==> config.mk <==
export PLATFORM = sky130hd
export DESIGN_NAME = writeback_stage_flat
export DESIGN_NICKNAME = d
export VERILOG_FILES = /design/src/rtl/writeback_stage_pkg.sv /design/src/rtl/writeback_stage_if.sv /design/src/rtl/writeback_stage.sv /design/src/flat_wrapper.sv
export SDC_FILE = /design/constraint.sdc
export NUM_CORES = 1
export LEC_CHECK = 0
export ABC_AREA = 1
export CAP_MARGIN = 25
export CORE_ASPECT_RATIO = 0.5
export CORE_MARGIN = 10
export CORE_UTILIZATION = 35
export DETAILED_ROUTE_END_ITERATION = 12
export GPL_TIMING_DRIVEN = 0
export SLEW_MARGIN = 20
export SYNTH_ARGS = -nofsm -noshare
export SYNTH_HDL_FRONTEND = slang
export SYNTH_SLANG_ARGS = --single-unit
export TNS_END_PERCENT = 50
==> constraint.sdc <==
create_clock -name clk -period 2.5 [get_ports clk]
set_input_delay 0.25 -clock clk [delete_from_list [all_inputs] [get_ports clk]]
set_output_delay 0.25 -clock clk [all_outputs]
set_load 0.03 [all_outputs]
==> src/rtl/writeback_stage_pkg.sv <==
// Shared CPU datapath types used by the writeback stage and its bus interface.
package cpu_types_pkg;

  localparam int WORD_BITS = 32;
  localparam int REG_BITS  = 5;

  typedef logic [WORD_BITS-1:0] word_t;
  typedef logic [REG_BITS-1:0]  regbits_t;

  // Writeback sequencing: free, blocked on a data-memory load, or stopped by HALT.
  typedef enum logic [1:0] {
    IDLE     = 2'd0,
    WAIT_MEM = 2'd1,
    HALTED   = 2'd2
  } wb_state_t;

endpackage

==> src/rtl/writeback_stage_if.sv <==
// Upstream handshake and instruction payload delivered into the writeback stage.
interface writeback_stage_if #(
  parameter int WORD_W     = 32,
  parameter int REG_ADDR_W = 5
);

  logic                  in_valid;
  logic                  in_ready;
  logic                  in_regwrite;
  logic                  in_memtoreg;
  logic                  in_link;
  logic                  in_halt;
  logic [REG_ADDR_W-1:0] in_wsel;
  logic [WORD_W-1:0]     in_alu_result;
  logic [WORD_W-1:0]     in_pc_plus4;

  // Upstream pipeline register side.
  modport master (
    output in_valid, in_regwrite, in_memtoreg, in_link, in_halt,
    output in_wsel, in_alu_result, in_pc_plus4,
    input  in_ready
  );

  // Writeback stage side.
  modport slave (
    input  in_valid, in_regwrite, in_memtoreg, in_link, in_halt,
    input  in_wsel, in_alu_result, in_pc_plus4,
    output in_ready
  );

endinterface

==> src/rtl/writeback_stage.sv <==
// Writeback stage: retires one instruction at a time into the register file,
// blocks on outstanding loads, and keeps a one-entry slot so an instruction
// accepted on the load-return cycle retires right behind the load's write.
module writeback_stage
  import cpu_types_pkg::*;
#(
  parameter int WORD_W     = WORD_BITS,
  parameter int REG_ADDR_W = REG_BITS
) (
  input  logic                  clk,
  input  logic                  n_rst,
  writeback_stage_if.slave      bus,
  input  logic                  dhit,
  input  logic [WORD_W-1:0]     dmemload,
  output logic                  rf_wen,
  output logic [REG_ADDR_W-1:0] rf_wsel,
  output logic [WORD_W-1:0]     rf_wdat,
  output logic                  load_pending,
  output logic [REG_ADDR_W-1:0] pending_sel,
  output logic                  halt
);

  wb_state_t state;
  wb_state_t state_next;

  logic                  accept;
  logic                  new_load;
  logic                  new_write;
  logic [WORD_W-1:0]     new_dat;
  logic                  load_done;

  // Write presented to the register file on the next edge.
  logic                  wr_valid;
  logic [REG_ADDR_W-1:0] wr_sel;
  logic [WORD_W-1:0]     wr_dat;

  // Deferred write slot, used when a load and a new write retire back to back.
  logic                  def_valid;
  logic [REG_ADDR_W-1:0] def_sel;
  logic [WORD_W-1:0]     def_dat;
  logic                  def_valid_next;
  logic [REG_ADDR_W-1:0] def_sel_next;
  logic [WORD_W-1:0]     def_dat_next;

  assign accept    = bus.in_valid && bus.in_ready;
  assign new_load  = accept && !bus.in_halt && bus.in_regwrite && bus.in_memtoreg;
  assign new_write = accept && !bus.in_halt && bus.in_regwrite && !bus.in_memtoreg;
  assign new_dat   = bus.in_link ? bus.in_pc_plus4 : bus.in_alu_result;
  assign load_done = (state == WAIT_MEM) && dhit;

  // State register.
  always_ff @(posedge clk or negedge n_rst) begin
    if (!n_rst) begin
      state <= IDLE;
    end else begin
      state <= state_next;
    end
  end

  // Next-state decode: an acceptance from WAIT_MEM follows the IDLE rules.
  always_comb begin
    state_next = state;
    case (state)
      IDLE: begin
        if (accept) begin
          if (bus.in_halt)   state_next = HALTED;
          else if (new_load) state_next = WAIT_MEM;
        end
      end
      WAIT_MEM: begin
        if (dhit) begin
          if (accept && bus.in_halt) state_next = HALTED;
          else if (new_load)         state_next = WAIT_MEM;
          else                       state_next = IDLE;
        end
      end
      HALTED:  state_next = HALTED;
      default: state_next = IDLE;
    endcase
  end

  // State-decoded outputs: ready and the pending-load flag for the hazard unit.
  always_comb begin
    bus.in_ready = 1'b0;
    load_pending = 1'b0;
    case (state)
      IDLE:     bus.in_ready = 1'b1;
      WAIT_MEM: begin
        bus.in_ready = dhit;
        load_pending = 1'b1;
      end
      default: ;
    endcase
  end

  // Choose the write for the next edge; older work (load, then deferred) goes first.
  always_comb begin
    wr_valid       = 1'b0;
    wr_sel         = '0;
    wr_dat         = '0;
    def_valid_next = 1'b0;
    def_sel_next   = def_sel;
    def_dat_next   = def_dat;
    if (load_done) begin
      wr_valid       = 1'b1;
      wr_sel         = pending_sel;
      wr_dat         = dmemload;
      def_valid_next = new_write;
      def_sel_next   = bus.in_wsel;
      def_dat_next   = new_dat;
    end else if (def_valid) begin
      wr_valid       = 1'b1;
      wr_sel         = def_sel;
      wr_dat         = def_dat;
      def_valid_next = new_write;
      def_sel_next   = bus.in_wsel;
      def_dat_next   = new_dat;
    end else if (new_write) begin
      wr_valid = 1'b1;
      wr_sel   = bus.in_wsel;
      wr_dat   = new_dat;
    end
  end

  // Registered register-file port, deferred slot, pending destination and sticky halt.
  always_ff @(posedge clk or negedge n_rst) begin
    if (!n_rst) begin
      rf_wen      <= 1'b0;
      rf_wsel     <= '0;
      rf_wdat     <= '0;
      def_valid   <= 1'b0;
      def_sel     <= '0;
      def_dat     <= '0;
      pending_sel <= '0;
      halt        <= 1'b0;
    end else begin
      // r0 is hardwired to zero, so a write aimed at it never asserts the enable.
      rf_wen <= wr_valid && (wr_sel != '0);
      if (wr_valid) begin
        rf_wsel <= wr_sel;
        rf_wdat <= wr_dat;
      end
      def_valid <= def_valid_next;
      def_sel   <= def_sel_next;
      def_dat   <= def_dat_next;
      if (new_load) begin
        pending_sel <= bus.in_wsel;
      end
      if (accept && bus.in_halt) begin
        halt <= 1'b1;
      end
    end
  end

endmodule

==> src/flat_wrapper.sv <==
// flat-port wrapper written by rule: the top's interface ports become plain ports
module writeback_stage_flat import cpu_types_pkg::*;
#(
  parameter int WORD_W     = WORD_BITS,
  parameter int REG_ADDR_W = REG_BITS
)
  (clk, n_rst, dhit, dmemload, rf_wen, rf_wsel, rf_wdat, load_pending, pending_sel, halt, bus_in_valid, bus_in_regwrite, bus_in_memtoreg, bus_in_link, bus_in_halt, bus_in_wsel, bus_in_alu_result, bus_in_pc_plus4, bus_in_ready);
  writeback_stage_if #(.WORD_W(WORD_W), .REG_ADDR_W(REG_ADDR_W)) bus_i ();
  input  logic clk;
  input  logic n_rst;
  input  logic dhit;
  input  logic [WORD_W-1:0] dmemload;
  output logic rf_wen;
  output logic [REG_ADDR_W-1:0] rf_wsel;
  output logic [WORD_W-1:0] rf_wdat;
  output logic load_pending;
  output logic [REG_ADDR_W-1:0] pending_sel;
  output logic halt;
  input wire logic [$bits(bus_i.in_valid)-1:0] bus_in_valid;
  input wire logic [$bits(bus_i.in_regwrite)-1:0] bus_in_regwrite;
  input wire logic [$bits(bus_i.in_memtoreg)-1:0] bus_in_memtoreg;
  input wire logic [$bits(bus_i.in_link)-1:0] bus_in_link;
  input wire logic [$bits(bus_i.in_halt)-1:0] bus_in_halt;
  input wire logic [$bits(bus_i.in_wsel)-1:0] bus_in_wsel;
  input wire logic [$bits(bus_i.in_alu_result)-1:0] bus_in_alu_result;
  input wire logic [$bits(bus_i.in_pc_plus4)-1:0] bus_in_pc_plus4;
  output wire logic [$bits(bus_i.in_ready)-1:0] bus_in_ready;
  assign bus_i.in_valid = bus_in_valid;
  assign bus_i.in_regwrite = bus_in_regwrite;
  assign bus_i.in_memtoreg = bus_in_memtoreg;
  assign bus_i.in_link = bus_in_link;
  assign bus_i.in_halt = bus_in_halt;
  assign bus_i.in_wsel = bus_in_wsel;
  assign bus_i.in_alu_result = bus_in_alu_result;
  assign bus_i.in_pc_plus4 = bus_in_pc_plus4;
  assign bus_in_ready = bus_i.in_ready;
  writeback_stage #(.WORD_W(WORD_W), .REG_ADDR_W(REG_ADDR_W)) u_core (.clk(clk), .n_rst(n_rst), .bus(bus_i), .dhit(dhit), .dmemload(dmemload), .rf_wen(rf_wen), .rf_wsel(rf_wsel), .rf_wdat(rf_wdat), .load_pending(load_pending), .pending_sel(pending_sel), .halt(halt));
endmodule
==> results.yml, run 1 <==
floorplan:
  core.rowCount: 28
  die_h_um: 98.8
  core-area_mm2: 0.0120
  initial_core_util: 0.363
  dieWidth_um: 178
  die_area_mm2: 0.0176
  pin_count: 155
global_routing:
  grt_use_total: 0.157
  antenna_found_initial: 0
  grt_pass1_wl_um: 22200
  grt_pass1_vias: 4136
  overflow: 0
  grt_start_max_net_pins: 46
drt:
  viasPerCell: 4.55
  drt_iter0_markers: 310
  wl_um: 13600
  dr.pass1.iters: 4
  antenna_left: 0
  drc_errors: 0
  drt-wirelength-per-cell_um: 14.9
  vias: 4156
final_layout:
  instances_no_fill: 914
  num_antenna_cells: 0
  fin_nets: 854
  area_growth_pct: 47.3
  fin_util: 0.535
  drive_gt1_frac: 0.0948
outcome:
  status: "completed"
clocking:
  cts-resized-gates: 0
  cts_tree: "yes"
  cts_buffers: 9
  clkSinkCount: 84
  htree_levels: 3
  clock_latency_ps: 330
  clock_path_buffers: 2
  clk_pin_slew_worst_paths_ps: 60
  cts_setup_buffers: 0
  cts_root_buf: "clkbuf_16"
placement:
  port-buffer-count: 153
  gp_congestion: 0.792
  dp_cells: 898
  dp_slack_ps: 362
  hpwl_um: 10400
yosys:
  seq_area_frac_synth: 0.483
  yosysMostFrequentCell: "nand2_1"
  ys_top_cells_by_area: "dfrtp_1 48%, nand2_1 26%, mux2_2 6.5%"
  synth_nets: 688
  avgSynthCellArea_um2: 7.51
  yosys.cell_types.count: 24
  synth-async-reset-ratio: 1.00
  synthTopCellsByCount: "299 x nand2_1, 84 x dfrtp_1, 36 x o21ai_0, 34 x inv_1, 31 x nand3_1"
  synth-edff-count: 0
  ys_warn_count: 0
  synth_top_area_share: 0.483
  synth_ff_type: "dfrtp_1"
  yosysTopAreaCell: "dfrtp_1"
  synth_area_mm2: 0.00435
  synth-seq-cells: 84
  syn_inst: 579
critical_path:
  cp_max_fo: 3
  slowest_stage: "clkdlybuf4s50_1"
  cpLargestDelayFamily: "buffers and inverters"
  cp_common_cell: "clkdlybuf4s50_1"
  crit_arrival_ps: 1670
  cp_slowest_stage_delay_ps: 710
  worstPathRequired_ps: 2250
  regToRegSetupSlack_ps: 720
  worstSetupPathType: "in -> out"
  path_buf_inv: 3
  crit_path_start_kind: "primary input"
  end_kind: "primary output"
  crit_chain: "clkdlybuf4s50_1, inv_2, a21oi_1, clkdlybuf4s50_1"
power:
  p_per_area_mw_per_mm2: 475
  leakage_uw: 0.00299
  design_power_total_uw: 3040
  ir_worst_vdd_mv: 0.273
hold_path:
  hold_class: "in -> async"
timing:
  final_hold_viol_count: 0
  skew_ps: 5.47
  fin_ws_ps: 577
  slew_headroom: 0.529
  setup_violations: 0
  rsz0062_at_grt: "no"
  max_slew.worst_pin.slew_ps: 706
  final.min_clock_period_ps: 1920
  fmax_mhz: 520
  fin_crit_sh: 0.769
  slew_viol_final: 0
flow_run:
  maxCapViolations: 0
==> cell type report <==
type / instances / area, um^2
clock inverters: 4 / 51.3
clock buffers: 11 / 233
inverters: 39 / 146
multi-input cells: 427 / 1950
plain buffers: 29 / 146
flip-flops and latches: 84 / 2100
well taps: 165 / 206
fillers: 1205 / 5580
repair buffers: 155 / 1570
==> cells in the final DEF, fill, tap and decap left out, drive strengths merged <==
cell type | synthesis | layout
a21o | 1 | 1
clkinvlp | 0 | 1
o21ai | 36 | 36
clkdlybuf4s50 | 0 | 152
inv | 39 | 39
o211ai | 1 | 1
buf | 18 | 20
bufinv | 0 | 1
clkbuf | 11 | 22
dlygate4sd3 | 0 | 1
dfrtp | 84 | 84
o22ai | 7 | 7
a21oi | 3 | 3
nand3 | 32 | 32
clkinv | 0 | 2
mux2 | 25 | 25
nand2 | 301 | 301
nor2 | 18 | 18
or2 | 3 | 3
==> power by group <==
group / internal (uW) / switching [uW] / leakage [uW] / total, uW
Sequential: 1400 / 19.0 / 0.000886 / 1420
Clock: 769 / 522 / 0.000136 / 1290
Combinational: 206 / 122 / 0.00197 / 328
Total: 2380 / 663 / 0.00299 / 3040
==> sequential cells by signal (all words and copies together) (netlist names) <==
signal              count
u_core.rf_wen           1
u_core.def_sel          5
u_core.def_valid        1
u_core.pending_sel      5
u_core.rf_wsel          5
u_core.halt             1
u_core.def_dat         32
u_core.state            2
u_core.rf_wdat         32
==> worst register-to-register path: stages, from the launching register on <==
cell and delay, ps:
dfrtp_1 390, inv_1 80, nor2_2 140, nand2_2 150
buf_2 210, clkbuf_1 290, o22ai_1 330, nand2_1 70
==> cells by family (layout without fill, tap and decap cells) <==
group	Yosys count	in the layout	synth area share
flops	84	84	0.483
simple gates	354	354	0.326
buf+inv	68	238	0.0673
mux	25	25	0.0647
compound gates	48	48	0.0584
==> final timing paths <==
path | from | end | cells past startpoint
min in group clk | u_core.halt$_DFFE_PN0P_ | u_core.halt$_DFFE_PN0P_ | 2
max in group asynchronous | n_rst | u_core.def_sel[0]$_DFFE_PN0P_ | 3
min reg2reg | u_core.halt$_DFFE_PN0P_ | u_core.halt$_DFFE_PN0P_ | 2
max | dhit | bus_in_ready | 4
max reg2reg | u_core.state[0]$_DFFE_PN0P_ | u_core.rf_wdat[20]$_DFFE_PN0P_ | 7
min | n_rst | u_core.rf_wdat[29]$_DFFE_PN0P_ | 2
==> metrics by stage <==
stage | setup TNS (ps) | hold slack [ps] | cell area [um^2]
6_report | 0 | 449 | 6400
3_5_place_dp | 0 | 275 | 6110
3_3_place_gp | -173800 | 447 | 6090
4_1_cts | 0 | 455 | 6400
2_1_floorplan | 0 | -45.6 | 4350
5_1_grt | 0 | 483 | 6400
==> per-layer routing <==
| layer | wire length, um | GRT usage | vias up |
|---|---|---|---|
| met5 | 0 | 0 | - |
| li1 | - | - | 2133 |
| met4 | 90 | 0.0287 | 0 |
| met2 | 6650 | 0.266 | 80 |
| met3 | 591 | 0.0385 | 7 |
| met1 | 6300 | 0.202 | 1936 |
==> timing repair <==
item,4_1_cts,5_1_grt
hold buffers,1,0
endpoints found under the setup margin,0,0
endpoints found under the hold margin,39,0
No activity file was read; power rests on OpenSTA's default activity.
==> run 2, diff against run 1 <==
--- a/config.mk
+++ b/config.mk
@@ -12,6 +12,7 @@
 export CORE_UTILIZATION = 35
 export DETAILED_ROUTE_END_ITERATION = 12
 export GPL_TIMING_DRIVEN = 0
+export PLACE_DENSITY = 0.67
 export SLEW_MARGIN = 20
 export SYNTH_ARGS = -nofsm -noshare
 export SYNTH_HDL_FRONTEND = slang
==> constraint.sdc (replaced) <==
create_clock -name clk -period 1.6 [get_ports clk]
set_input_delay 0.16 -clock clk [delete_from_list [all_inputs] [get_ports clk]]
set_output_delay 0.16 -clock clk [all_outputs]
set_load 0.03 [all_outputs]
==> run 2 against run 1 <==
Compared with the run above:
- critical path depth shrank 3
- non-clock buffer count grew 8
- first-iteration DRC count grew 1.6%
- setup slack lost 540 ps
- clock power grew 60%
- sequential power grew 56%
- highest routed layer unchanged
- via count grew 2.4%
- largest cell class unchanged
- power grew 58%
- critical path type is now reg -> out
- hold slack lost 150 ps
- clock skew grew 3.3 ps
==> results.yml, run 2 (synthesized netlist as in run 1, its figures left out) <==
outcome:
  status: "completed"
final_layout:
  drive_gt1_frac: 0.140
  fin_nets: 862
  area_growth_pct: 52.5
  final_cell_area_mm2: 0.00663
  fin_util: 0.553
  num_antenna_cells: 0
  fill_cells: 1125
  final_cell_mix: "293 x nand2_1, 146 x clkdlybuf4s50_1, 82 x dfrtp_1"
  final_common_cell: "nand2_1"
  top_regs: "u_core.def_dat (32), u_core.rf_wdat (32)"
clocking:
  cts_root_buf: "clkbuf_16"
  clk_pin_slew_worst_paths_ps: 60
  clkSinkCount: 84
  cts_buffers: 9
  clock_latency_ps: 340
  cts_tree: "yes"
  clock_path_buffers: 2
  htree_levels: 3
timing:
  rsz0062_at_grt: "yes"
  fin_ws_ps: 33.2
  slew_headroom: 0.531
  max_slew.worst_pin.slew_ps: 704
  skew_ps: 8.78
  fin_setup_tns_ps: 0
  slew_viol_final: 0
  fin_crit_sh: 0.979
  final_hold_viol_count: 0
  final.min_clock_period_ps: 1570
  setup_violations: 0
  fmax_mhz: 638
critical_path:
  cp_max_fo: 3
  cpLargestDelayFamily: "buffers and inverters"
  reg2reg_depth: 10
  regToRegSetupSlack_ps: 50
  worstSetupPathType: "reg -> out"
  end_kind: "primary output"
  crit_path_start_kind: "flop"
  crit_chain: "clkdlybuf4s50_1"
  path_buf_inv: 1
  rr_endpoint: "u_core.rf_wdat[30]$_DFFE_PN0P_"
  crit_arrival_ps: 1410
  worstPathRequired_ps: 1440
  r2r-start: "u_core.state[0]$_DFFE_PN0P_"
  slowest_stage: "clkdlybuf4s50_1"
  crit_start: "u_core.pending_sel[2]$_DFFE_PN0N_"
  cp_slowest_stage_delay_ps: 700
drt:
  vias: 4255
  drc_errors: 0
  viasPerCell: 4.61
  dr.pass1.iters: 4
  drt_iter0_markers: 315
  drt-wirelength-per-cell_um: 15.5
  wl_um: 14300
  antenna_left: 0
floorplan:
  die_h_um: 98.8
  die_area_mm2: 0.0176
  pin_count: 155
  dieWidth_um: 178
  initial_core_util: 0.363
  core.rowCount: 28
  core-area_mm2: 0.0120
placement:
  dp_slack_ps: -414
  hpwl_um: 10700
  placed_area_mm2: 0.00611
  gp_congestion: 0.836
  port-buffer-count: 153
global_routing:
  grt_use_total: 0.163
  grt_start_max_net_pins: 57
  grt_pass1_wl_um: 23200
  grt_pass1_vias: 4402
  overflow: 0
  antenna_found_initial: 0
power:
  leakage_uw: 0.00315
  ir_worst_vdd_mv: 0.482
  p_per_area_mw_per_mm2: 725
flow_run:
  maxCapViolations: 0
hold_path:
  hold_class: "in -> async"
-- run 2: metal layers --
metal  GRT usage  part of all wire  vias to the layer above
met5           0                 0                        -
met4      0.0395             0.013                        0
met3      0.0316             0.050                       10
met2       0.298              0.52                       80
met1       0.192              0.41                     2020
li1            -                 -                     2145
-- run 2: timing repair --
action,in CTS,in global routing
setup endpoints to repair,52,82
pin swaps,1,6
hold endpoints to repair,28,0
hold buffers,1,0
gates resized for setup,13,54
buffers inserted,3,3
cloned,0,2
-- run 2: power by group --
part	internal, uW	switching (uW)
Clock	1210	859
Combinational	322	195
Sequential	2190	31.0
-- run 2: final cells by class --
type,count,area (um^2),share of cell area
multi-input combinational,427,2020,0.305
clock inverter,6,62.6,0.00943
timing repair buffer,163,1650,0.249
tap,165,206,0.0311
sequential,84,2100,0.317
buffer,29,204,0.0308
clock buffer,10,229,0.0345
inverter,39,149,0.0225
-- run 2: worst max path at each step --
stage	to	cells after the start	slack, ps
2_1_floorplan	u_core.rf_wen$_DFF_PN0_	9	20
3_3_place_gp	u_core.rf_wdat[11]$_DFFE_PN0P_	1	-2820
3_5_place_dp	u_core.rf_wdat[29]$_DFFE_PN0P_	11	-410
4_1_cts	u_core.rf_wdat[29]$_DFFE_PN0P_	10	-20
5_1_grt	u_core.rf_wdat[22]$_DFFE_PN0P_	10	-30
6_report	pending_sel[2]	1	30
-- run 2: metrics by stage --
step | hold WS [ps] | std cells | total power [uW]
after floorplan | -136 | 579 | 2420
after global placement | 460 | 897 | 2760
after detailed placement | 124 | 898 | 2780
after CTS | 310 | 918 | 4850
after global routing | 320 | 923 | 5000
final | 296 | 923 | 4810
==> run 3, diff against run 2 <==
--- a/config.mk
+++ b/config.mk
@@ -12,7 +12,8 @@
 export CORE_UTILIZATION = 35
 export DETAILED_ROUTE_END_ITERATION = 12
 export GPL_TIMING_DRIVEN = 0
-export PLACE_DENSITY = 0.67
+export PLACE_DENSITY = 0.78
+export REMOVE_ABC_BUFFERS = 1
 export SLEW_MARGIN = 20
 export SYNTH_ARGS = -nofsm -noshare
 export SYNTH_HDL_FRONTEND = slang
==> run 3 against run 2 <==
Compared with the run above:
- the flow now finishes with violations (negative setup slack)
- clock skew down 0.66 ps
- setup slack got worse by 120 ps
- critical path type is now reg -> reg
- register-to-register slack lost 140 ps
- first-iteration DRC count increased by 81%
- power up 5.1%
- wire length rose by 20%
- final area grew 7.1%
- cell count grew 0.76%
- sequential share of layout area down 2.1 points
- via count up 8.3%
==> results.yml, run 3 (synthesized netlist as in run 1, its figures left out) <==
floorplan:
  die_area_mm2: 0.0176
  dieWidth_um: 178
  die_h_um: 98.8
  core.rowCount: 28
  core-area_mm2: 0.0120
  initial_core_util: 0.363
  pin_count: 155
clocking:
  cts_buffers: 9
  clock_latency_ps: 350
  clk_pin_slew_worst_paths_ps: 60
  htree_levels: 3
  cts_root_buf: "clkbuf_16"
  clock_path_buffers: 2
  clkSinkCount: 84
  cts_tree: "yes"
power:
  seq_power_share: 0.441
  clkPwrFrac: 0.452
  pwr-share-comb: 0.108
  ir_worst_vdd_mv: 0.483
  switching_share: 0.229
  leakage_uw: 0.00330
  p_per_area_mw_per_mm2: 712
  power.internal_uw: 3900
  p_sw_uw: 1160
outcome:
  failed_checks: "negative setup slack"
  status: "complete, but fails checks"
final_layout:
  fill_cells: 964
  final_cell_mix: "263 x nand2_1, 135 x clkdlybuf4s50_1, 82 x dfrtp_1"
  area_growth_pct: 63.3
  multi_input_area_mm2: 0.00219
  ff_latch_area_mm2: 0.00211
  top_regs: "u_core.def_dat (32), u_core.rf_wdat (32)"
  fin_util: 0.593
  drive_gt1_frac: 0.190
  final_common_cell: "nand2_1"
  num_antenna_cells: 0
  fin_nets: 869
timing:
  final_hold_viol_count: 0
  slew_viol_final: 0
  skew_ps: 8.12
  rsz0062_at_grt: "yes"
  max_slew.worst_pin.slew_ps: 569
  fin_setup_tns_ps: -1270
  final.min_clock_period_ps: 1690
  setup_violations: 35
  fmax_mhz: 592
  fin_ws_ps: -89.2
  slew_headroom: 0.621
  fin_crit_sh: 1.06
hold_path:
  hold_class: "in -> async"
placement:
  port-buffer-count: 154
  gp_congestion: 0.777
  hpwl_um: 10100
  dp_slack_ps: -1850
critical_path:
  end_kind: "flop"
  cp_slowest_stage_delay_ps: 400
  crit_path_start_kind: "flop"
  cp_common_cell: "nand2_8"
  rr_endpoint: "u_core.rf_wdat[22]$_DFFE_PN0P_"
  crit_start: "u_core.state[0]$_DFFE_PN0P_"
  worstPathRequired_ps: 1830
  r2r-start: "u_core.state[0]$_DFFE_PN0P_"
  reg2reg_depth: 11
  crit_chain: "inv_2, nor2_4, nand2_8, nand2_8, buf_16, clkinv_16, nand2_8, buf_12, clkinv_16, nand2_1, nand3_1"
  crit_end: "u_core.rf_wdat[22]$_DFFE_PN0P_"
  regToRegSetupSlack_ps: -90
  worstSetupPathType: "reg -> reg"
  cp_max_fo: 10
  crit_arrival_ps: 1920
  slowest_stage: "dfrtp_1"
global_routing:
  grt_pass1_wl_um: 24900
  grt_use_total: 0.180
  grt_start_max_net_pins: 57
  antenna_found_initial: 0
  overflow: 0
  grt_pass1_vias: 4588
drt:
  drc_errors: 0
  vias: 4609
  viasPerCell: 4.96
  wl_um: 17200
  drt-wirelength-per-cell_um: 18.5
  antenna_left: 0
  drt_iter0_markers: 571
  dr.pass1.iters: 5
flow_run:
  maxCapViolations: 0
[run 3: final cells by class]
| cell class | count | area share |
|---|---|---|
| Clock buffer | 9 | 0.0317 |
| Multi-Input combinational cell | 431 | 0.309 |
| Tap cell | 165 | 0.0291 |
| Inverter | 39 | 0.0291 |
| Timing Repair Buffer | 190 | 0.280 |
| Sequential cell | 84 | 0.297 |
| Timing Repair inverter | 5 | 0.0100 |
| Clock inverter | 7 | 0.0139 |
[run 3: critical path: cells and delay by family, from the launching register on]
kind | cells | cell delay [ps]
buf+inv | 5 | 510
flops | 1 | 400
simple gates | 6 | 620
[run 3: worst min path at each step]
| stage | from | endpoint | cells past startpoint |
|---|---|---|---|
| global placement | u_core.halt$_DFFE_PN0P_ | u_core.halt$_DFFE_PN0P_ | 2 |
| floorplan | n_rst | u_core.def_dat[0]$_DFFE_PN0P_ | 0 |
| global route | n_rst | u_core.rf_wdat[20]$_DFFE_PN0P_ | 2 |
| detailed placement | n_rst | u_core.rf_wdat[20]$_DFFE_PN0P_ | 1 |
| CTS | n_rst | u_core.rf_wdat[20]$_DFFE_PN0P_ | 2 |
| finish | n_rst | u_core.rf_wdat[20]$_DFFE_PN0P_ | 2 |
[run 3: routing by layer]
metal	share of wire	track usage	wire, um	vias to the layer above
met5	0	0	0	-
met1	0.37	0.205	6400	2208
met3	0.071	0.0423	1230	42
li1	-	-	-	2175
met4	0.027	0.0548	470	0
met2	0.53	0.329	9120	184
[run 3: through the flow]
stage,power (uW),area (um^2),instances,hold WS (ps)
after floorplan,2400,4200,550,-136
after global placement,2760,5950,869,446
after detailed placement,2780,6020,872,123
after CTS,5050,6730,912,300
after global routing,5230,7100,930,316
final,5050,7100,930,282
[run 3: repair_timing]
item / CTS / global route
gates resized for setup: 50 / 73
pin swaps: 9 / 19
endpoints found under the hold margin: 28 / 0
setup buffers: 16 / 15
cloned: 7 / 4
hold buffers: 1 / 0
endpoints found under the setup margin: 81 / 73
[run 3: power by group through the flow]
stage	clock network [uW]	registers [uW]	logic [uW]
3_5_place_dp	0	2260	523
2_1_floorplan	0	2250	149
3_3_place_gp	0	2260	500
6_report	2280	2230	544
4_1_cts	2290	2220	538
5_1_grt	2410	2230	593
